**src/rtl/front_panel_pkg.sv**
```systemverilog
// rtl/front_panel_pkg.sv - shared types, constants and width helpers for the front panel controller
package front_panel_pkg;

    typedef enum logic [2:0] {
        IDLE     = 3'd0,
        RUN_AUTO = 3'd1,
        RUN_MAN  = 3'd2,
        CLEAR    = 3'd3,
        HALTED   = 3'd4
    } fsm_state_t;

    localparam int SYNC_STAGES = 2;

    // Bits needed for a counter that runs 0..n-1 (never narrower than one bit).
    function automatic int cnt_w(input int n);
        return (n <= 2) ? 1 : $clog2(n);
    endfunction

endpackage

```
**src/rtl/pb_debounce.sv**
```systemverilog
// rtl/pb_debounce.sv - two-flop synchroniser followed by a stable-sample debounce counter
module pb_debounce
    import front_panel_pkg::*;
#(
    parameter int DEBOUNCE_CYCLES = 4
) (
    input  logic clock,
    input  logic rst_n,
    input  logic din,
    output logic dout
);

    localparam int DB_W = cnt_w(DEBOUNCE_CYCLES);
    localparam logic [DB_W-1:0] DB_LAST = DB_W'(DEBOUNCE_CYCLES - 1);

    logic [SYNC_STAGES-1:0] sync_q;
    logic [DB_W-1:0]        db_cnt;
    logic                   sample;

    assign sample = sync_q[SYNC_STAGES-1];

    always_ff @(posedge clock or negedge rst_n) begin
        if (!rst_n) begin
            sync_q <= '0;
        end else begin
            sync_q <= {sync_q[SYNC_STAGES-2:0], din};
        end
    end

    // The output flips on the DEBOUNCE_CYCLES-th consecutive disagreeing sample.
    always_ff @(posedge clock or negedge rst_n) begin
        if (!rst_n) begin
            db_cnt <= '0;
            dout   <= 1'b0;
        end else if (sample != dout) begin
            if (db_cnt == DB_LAST) begin
                db_cnt <= '0;
                dout   <= sample;
            end else begin
                db_cnt <= db_cnt + 1'b1;
            end
        end else begin
            db_cnt <= '0;
        end
    end

endmodule

```
**src/rtl/front_panel_ctrl.sv**
```systemverilog
// rtl/front_panel_ctrl.sv - operator front panel clock-enable FSM; optional FRONT_PANEL_CYCLE_CNT_EN cycle counter
module front_panel_ctrl
    import front_panel_pkg::*;
#(
    parameter int DEBOUNCE_CYCLES = 4,
    parameter int AUTO_DIV        = 3,
    parameter int RST_STRETCH     = 2
`ifdef FRONT_PANEL_CYCLE_CNT_EN
    ,
    parameter int CNT_W           = 16
`endif
) (
    input  logic             clock,
    input  logic             rst_n,
    input  logic             RUN,
    input  logic             CLR,
    input  logic             A_M,
    input  logic             MAN_CLK,
    input  logic             halt_req,
    output logic             clk_en,
    output logic             run_ind,
    output logic             clr_ind,
    output logic             a_m_ind,
    output logic             halt_ind,
    output logic             pc_rst
`ifdef FRONT_PANEL_CYCLE_CNT_EN
    ,
    output logic [CNT_W-1:0] cycle_count
`endif
);

    localparam int PRESC_W   = cnt_w(AUTO_DIV);
    localparam int STRETCH_W = cnt_w(RST_STRETCH);
    localparam logic [PRESC_W-1:0]   PRESC_LAST   = PRESC_W'(AUTO_DIV - 1);
    localparam logic [STRETCH_W-1:0] STRETCH_LAST = STRETCH_W'((RST_STRETCH > 0) ? RST_STRETCH - 1 : 0);

    logic run_db;
    logic clr_db;
    logic a_m_db;
    logic man_db;

    fsm_state_t state;
    fsm_state_t next_state;
    fsm_state_t run_target;

    logic [PRESC_W-1:0]   presc;
    logic [STRETCH_W-1:0] stretch_cnt;
    logic                 stretch_done;
    logic                 man_prev;
    logic                 man_rise;
    logic                 clk_en_d;

    pb_debounce #(.DEBOUNCE_CYCLES(DEBOUNCE_CYCLES)) u_run_db (
        .clock (clock),
        .rst_n (rst_n),
        .din   (RUN),
        .dout  (run_db)
    );

    pb_debounce #(.DEBOUNCE_CYCLES(DEBOUNCE_CYCLES)) u_clr_db (
        .clock (clock),
        .rst_n (rst_n),
        .din   (CLR),
        .dout  (clr_db)
    );

    pb_debounce #(.DEBOUNCE_CYCLES(DEBOUNCE_CYCLES)) u_a_m_db (
        .clock (clock),
        .rst_n (rst_n),
        .din   (A_M),
        .dout  (a_m_db)
    );

    pb_debounce #(.DEBOUNCE_CYCLES(DEBOUNCE_CYCLES)) u_man_db (
        .clock (clock),
        .rst_n (rst_n),
        .din   (MAN_CLK),
        .dout  (man_db)
    );

    // Edge detector runs in every state so a press held before RUN_MAN never fires.
    assign man_rise = man_db & ~man_prev;

    always_ff @(posedge clock or negedge rst_n) begin
        if (!rst_n) begin
            state    <= IDLE;
            man_prev <= 1'b0;
        end else begin
            state    <= next_state;
            man_prev <= man_db;
        end
    end

    always_comb begin
        next_state   = state;
        stretch_done = (stretch_cnt == STRETCH_LAST);
        if (!run_db) begin
            run_target = IDLE;
        end else if (a_m_db) begin
            run_target = RUN_MAN;
        end else begin
            run_target = RUN_AUTO;
        end

        if (clr_db) begin
            next_state = CLEAR;
        end else begin
            case (state)
                CLEAR: begin
                    if (stretch_done) begin
                        next_state = run_target;
                    end
                end
                RUN_AUTO, RUN_MAN: begin
                    if (halt_req) begin
                        next_state = HALTED;
                    end else begin
                        next_state = run_target;
                    end
                end
                HALTED: begin
                    if (!run_db) begin
                        next_state = IDLE;
                    end
                end
                IDLE: begin
                    if (run_db) begin
                        next_state = run_target;
                    end
                end
                default: next_state = IDLE;
            endcase
        end

        // A pulse is only issued when the run state is retained across the edge.
        clk_en_d = 1'b0;
        if ((state == RUN_AUTO) && (next_state == RUN_AUTO) && (presc == PRESC_LAST)) begin
            clk_en_d = 1'b1;
        end
        if ((state == RUN_MAN) && (next_state == RUN_MAN) && man_rise) begin
            clk_en_d = 1'b1;
        end
    end

    always_ff @(posedge clock or negedge rst_n) begin
        if (!rst_n) begin
            presc <= '0;
        end else if ((state == RUN_AUTO) && (next_state == RUN_AUTO)) begin
            presc <= (presc == PRESC_LAST) ? '0 : presc + 1'b1;
        end else begin
            presc <= '0;
        end
    end

    always_ff @(posedge clock or negedge rst_n) begin
        if (!rst_n) begin
            stretch_cnt <= '0;
        end else if ((state == CLEAR) && !clr_db && !stretch_done) begin
            stretch_cnt <= stretch_cnt + 1'b1;
        end else begin
            stretch_cnt <= '0;
        end
    end

    always_ff @(posedge clock or negedge rst_n) begin
        if (!rst_n) begin
            clk_en   <= 1'b0;
            run_ind  <= 1'b0;
            clr_ind  <= 1'b0;
            a_m_ind  <= 1'b0;
            halt_ind <= 1'b0;
            pc_rst   <= 1'b0;
        end else begin
            clk_en   <= clk_en_d;
            run_ind  <= (next_state == RUN_AUTO) || (next_state == RUN_MAN);
            clr_ind  <= (next_state == CLEAR);
            a_m_ind  <= ~a_m_db;
            halt_ind <= (next_state == HALTED);
            pc_rst   <= (next_state == CLEAR);
        end
    end

`ifdef FRONT_PANEL_CYCLE_CNT_EN
    always_ff @(posedge clock or negedge rst_n) begin
        if (!rst_n) begin
            cycle_count <= '0;
        end else if (next_state == CLEAR) begin
            cycle_count <= '0;
        end else if (clk_en) begin
            cycle_count <= cycle_count + 1'b1;
        end
    end
`endif

endmodule

```
**config.mk**
```make
export PLATFORM = sky130hd
export DESIGN_NAME = front_panel_ctrl
export DESIGN_NICKNAME = d
export VERILOG_FILES = /design/src/rtl/front_panel_pkg.sv /design/src/rtl/pb_debounce.sv /design/src/rtl/front_panel_ctrl.sv
export SDC_FILE = /design/constraint.sdc
export NUM_CORES = 1
export LEC_CHECK = 0
export CAP_MARGIN = 20
export CORE_MARGIN = 10
export CORE_UTILIZATION = 54
export DETAILED_ROUTE_END_ITERATION = 12
export GPL_ROUTABILITY_DRIVEN = 1
export PLACE_DENSITY = 0.76
export SKIP_CTS_REPAIR_TIMING = 1
export SYNTH_ARGS = -nofsm -noshare
export SYNTH_HDL_FRONTEND = slang
export SYNTH_HIERARCHICAL = 1
export SYNTH_SLANG_ARGS = --single-unit
```
**constraint.sdc**
```tcl
create_clock -name clock -period 1.43 [get_ports clock]
set_input_delay 0.3575 -clock clock [delete_from_list [all_inputs] [get_ports clock]]
set_output_delay 0.3575 -clock clock [all_outputs]
set_load 0.01 [all_outputs]
```
==> qor.yml <==
avgRoutedWirePerCell_um: 14.6
fp.dieArea_sq_um: 4660
static-leakage-power_nw: 0.734
clockRootBuffer: "sky130_fd_sc_hd__clkbuf_4"
maxSlewViolCount: 0
final_nets: 121
place.port_buffers: 12
critPathTopFamily: "flip-flops"
cp.required_ns: 1.07
timing.final.setup_violations: 0
fillCellCount: 169
run_status: "completed"
critPathLaunchType: "flop"
detailroute.via_count: 743
drc_errors: 0
detail_route.iter0.violations: 31
timing.critical_path.slowest_stage_cell: "sky130_fd_sc_hd__dfrtp_1"
start_util_pct: 56.8
place.gp.congestion: 0.750
ys_seq_elements: 32
clock_sink_count: 32
finalWorstPathRequiredPeriod_ns: 1.23
drv_cap: 0
crit_buf_inv: 1
cp_cell_sequence: "dlymetal6s2s_1"
clock_insertion_delay_worst_skew_ns: 0.32
die_h_um: 68.3
rsz_0062_raised_after_global_routing: "false"
rows: 17
cts.htree.levels: 2
vdd.ir_drop.worst_mv: 1.18
post_synth_num_cell_types: 32
cts_inserted_buffers: 5
antenna-diode-count: 0
timing_worst_setup_path_type: "flop to output port"
synth_nets: 102
ios: 13
rr_worst_depth: 3
place_area_sq_um: 1430
groute.usage.overall_pct: 10.6
place_worst_setup_slack_ns: -0.0817
totalWireLength_um: 2030
timing.critical_path.to_type: "output port"
max_slew.worst_pin.slew_ns: 0.325
synthToLayoutAreaGrowth_pct: 19.6
min_delay_path_depth: 0
avgSynthCellArea_sq_um: 13.8
finish.instance_area_sq_um: 1500
hold_class: "flop to flop"
cts_tree: "done"
mapped_cell_area_sq_um: 1260
setup_skew_ns: 0.00697
yosysSeqAreaShare_pct: 63.7
vias_per_cell: 5.35
period_share_pct: 85.8
die_w_um: 68.3
antenna_violating_nets_post_route: 0
cp_data_arrival_time_ns: 0.87
antenna_found_initial: 0
timing.slew.headroom_pct: 78.3
design.core.area_sq_um: 2210
grt_pass1_vias: 800
finalHoldViolCount: 0
drt_pass1_iterations: 4
critical_path.max_stage_delay_ns: 0.38
critPathMaxFanout: 2
power.density_cell_area_nw_per_um2: 1910
layout.core_utilization_pct: 68.0
yosys_warnings: 6
overflow: 0
clk_transition_reported_paths_ns: 0.09
grt_start_max_net_pins: 33
most-common-layout-cells: "sky130_fd_sc_hd__dfrtp_1, sky130_fd_sc_hd__nand2_1, sky130_fd_sc_hd__clkdlybuf4s50_1, sky130_fd_sc_hd__dlymetal6s2s_1"
synthesis.instances: 91
setup_slack_ns: 0.203
layout.cells.most_common: "sky130_fd_sc_hd__dfrtp_1"
dp.final_hpwl_um: 1490
timing.fmax_mhz: 815
grt_first_pass_wirelength_um: 3550
drive_gt1_share_pct: 20.7
critical_path_cell_count: 1
clockBufferDepth: 2
==> routing by layer <==
metal | track usage (%) | vias to the layer above | wire length, um
met5 | 0 | - | 0
met3 | 5.22 | 4 | 108
li1 | - | 361 | -
met1 | 10.9 | 357 | 877
met2 | 17.1 | 21 | 1020
met4 | 6.78 | 0 | 27
==> worst paths after layout <==
kind | startpoint | endpoint | slack [ns]
setup / recovery | pc_rst | pc_rst | 0.20
hold / removal | u_run_db/sync_q[0] | u_run_db/sync_q[1] | 0.35
setup reg to reg | state[2] | presc[0] | 0.21
hold reg to reg | u_run_db/sync_q[0] | u_run_db/sync_q[1] | 0.35
max in group asynchronous | rst_n | u_a_m_db/sync_q[0] | 0.87
min in group asynchronous | rst_n | state[2] | 0.40
==> synthesized netlist by cell type (all sizes together) <==
master / count / share of area, %
dfrtp: 32 / 64
nand2: 7 / 2.1
nor3: 7 / 4.8
nor2b: 6 / 3.2
ha: 4 / 4.0
mux2: 4 / 3.6
xnor2: 4 / 2.8
nor2: 3 / 1.1
a211o: 2 / 1.4
buf: 2 / 0.99
nand4: 2 / 0.99
o2bb2ai: 2 / 1.4
a21oi: 1 / 0.40
and2b: 1 / 0.60
and4bb: 1 / 0.99
clkbuf: 1 / 0.40
inv: 1 / 0.30
nand2b: 1 / 0.50
nand3: 1 / 0.80
nand3b: 1 / 0.60
nor4: 1 / 0.50
nor4b: 1 / 1.2
o2111a: 1 / 0.90
o211ai: 1 / 0.60
o21a: 1 / 0.70
o21bai: 1 / 0.60
o22ai: 1 / 0.50
or2: 1 / 0.50
==> area by class of cell <==
type                            count  area, sq um  area share (%)
Sequential cell                    32          801            53.2
Multi-Input combinational cell     55          435            29.0
Inverter                            1         3.75           0.250
Clock buffer                        8         58.8            3.91
Timing Repair Buffer               15          170            11.3
Tap cell                           28         35.0            2.33
==> flip-flops by register name, summed over array words and instances, names as in the netlist, 2 cells and up <==
name	cells
u_man_db/db_cnt	2
u_run_db/sync_q	2
u_a_m_db/db_cnt	2
state	3
presc	2
u_clr_db/sync_q	2
u_man_db/sync_q	2
u_a_m_db/sync_q	2
u_clr_db/db_cnt	2
u_run_db/db_cnt	2
==> where the power goes <==
group	total (mW)	internal [mW]	switching, mW
combinational	0.919	0.494	0.425
clock	0.513	0.242	0.270
sequential	1.44	1.18	0.257
total	2.87	1.92	0.952
==> metrics by stage <==
step                      instances  setup TNS, ns  power, mW  hold WS [ns]
after global routing            139              0       3.10         0.367
after global placement          131        -0.0944       2.33         0.331
after floorplan                  91              0       2.06        0.0619
final                           139              0       2.87         0.354
after CTS                       139         -0.862       2.93         0.357
after detailed placement        131         -0.151       2.40         0.342
==> cell families (layout without fill, tap and decap cells) <==
| family | count (synthesis) | after routing | share of synthesized area [%] |
|---|---|---|---|
| adder cells (fa/ha/maj) | 4 | 4 | 3.98 |
| AO/OA/AOI/OAI | 10 | 10 | 6.47 |
| flip-flops | 32 | 32 | 63.7 |
| AND/OR/NAND/NOR | 33 | 33 | 17.8 |
| multiplexers | 4 | 4 | 3.58 |
| XOR/XNOR | 4 | 4 | 2.79 |
| buffers and inverters | 4 | 24 | 1.69 |
Power figures use the tool's default switching activity.
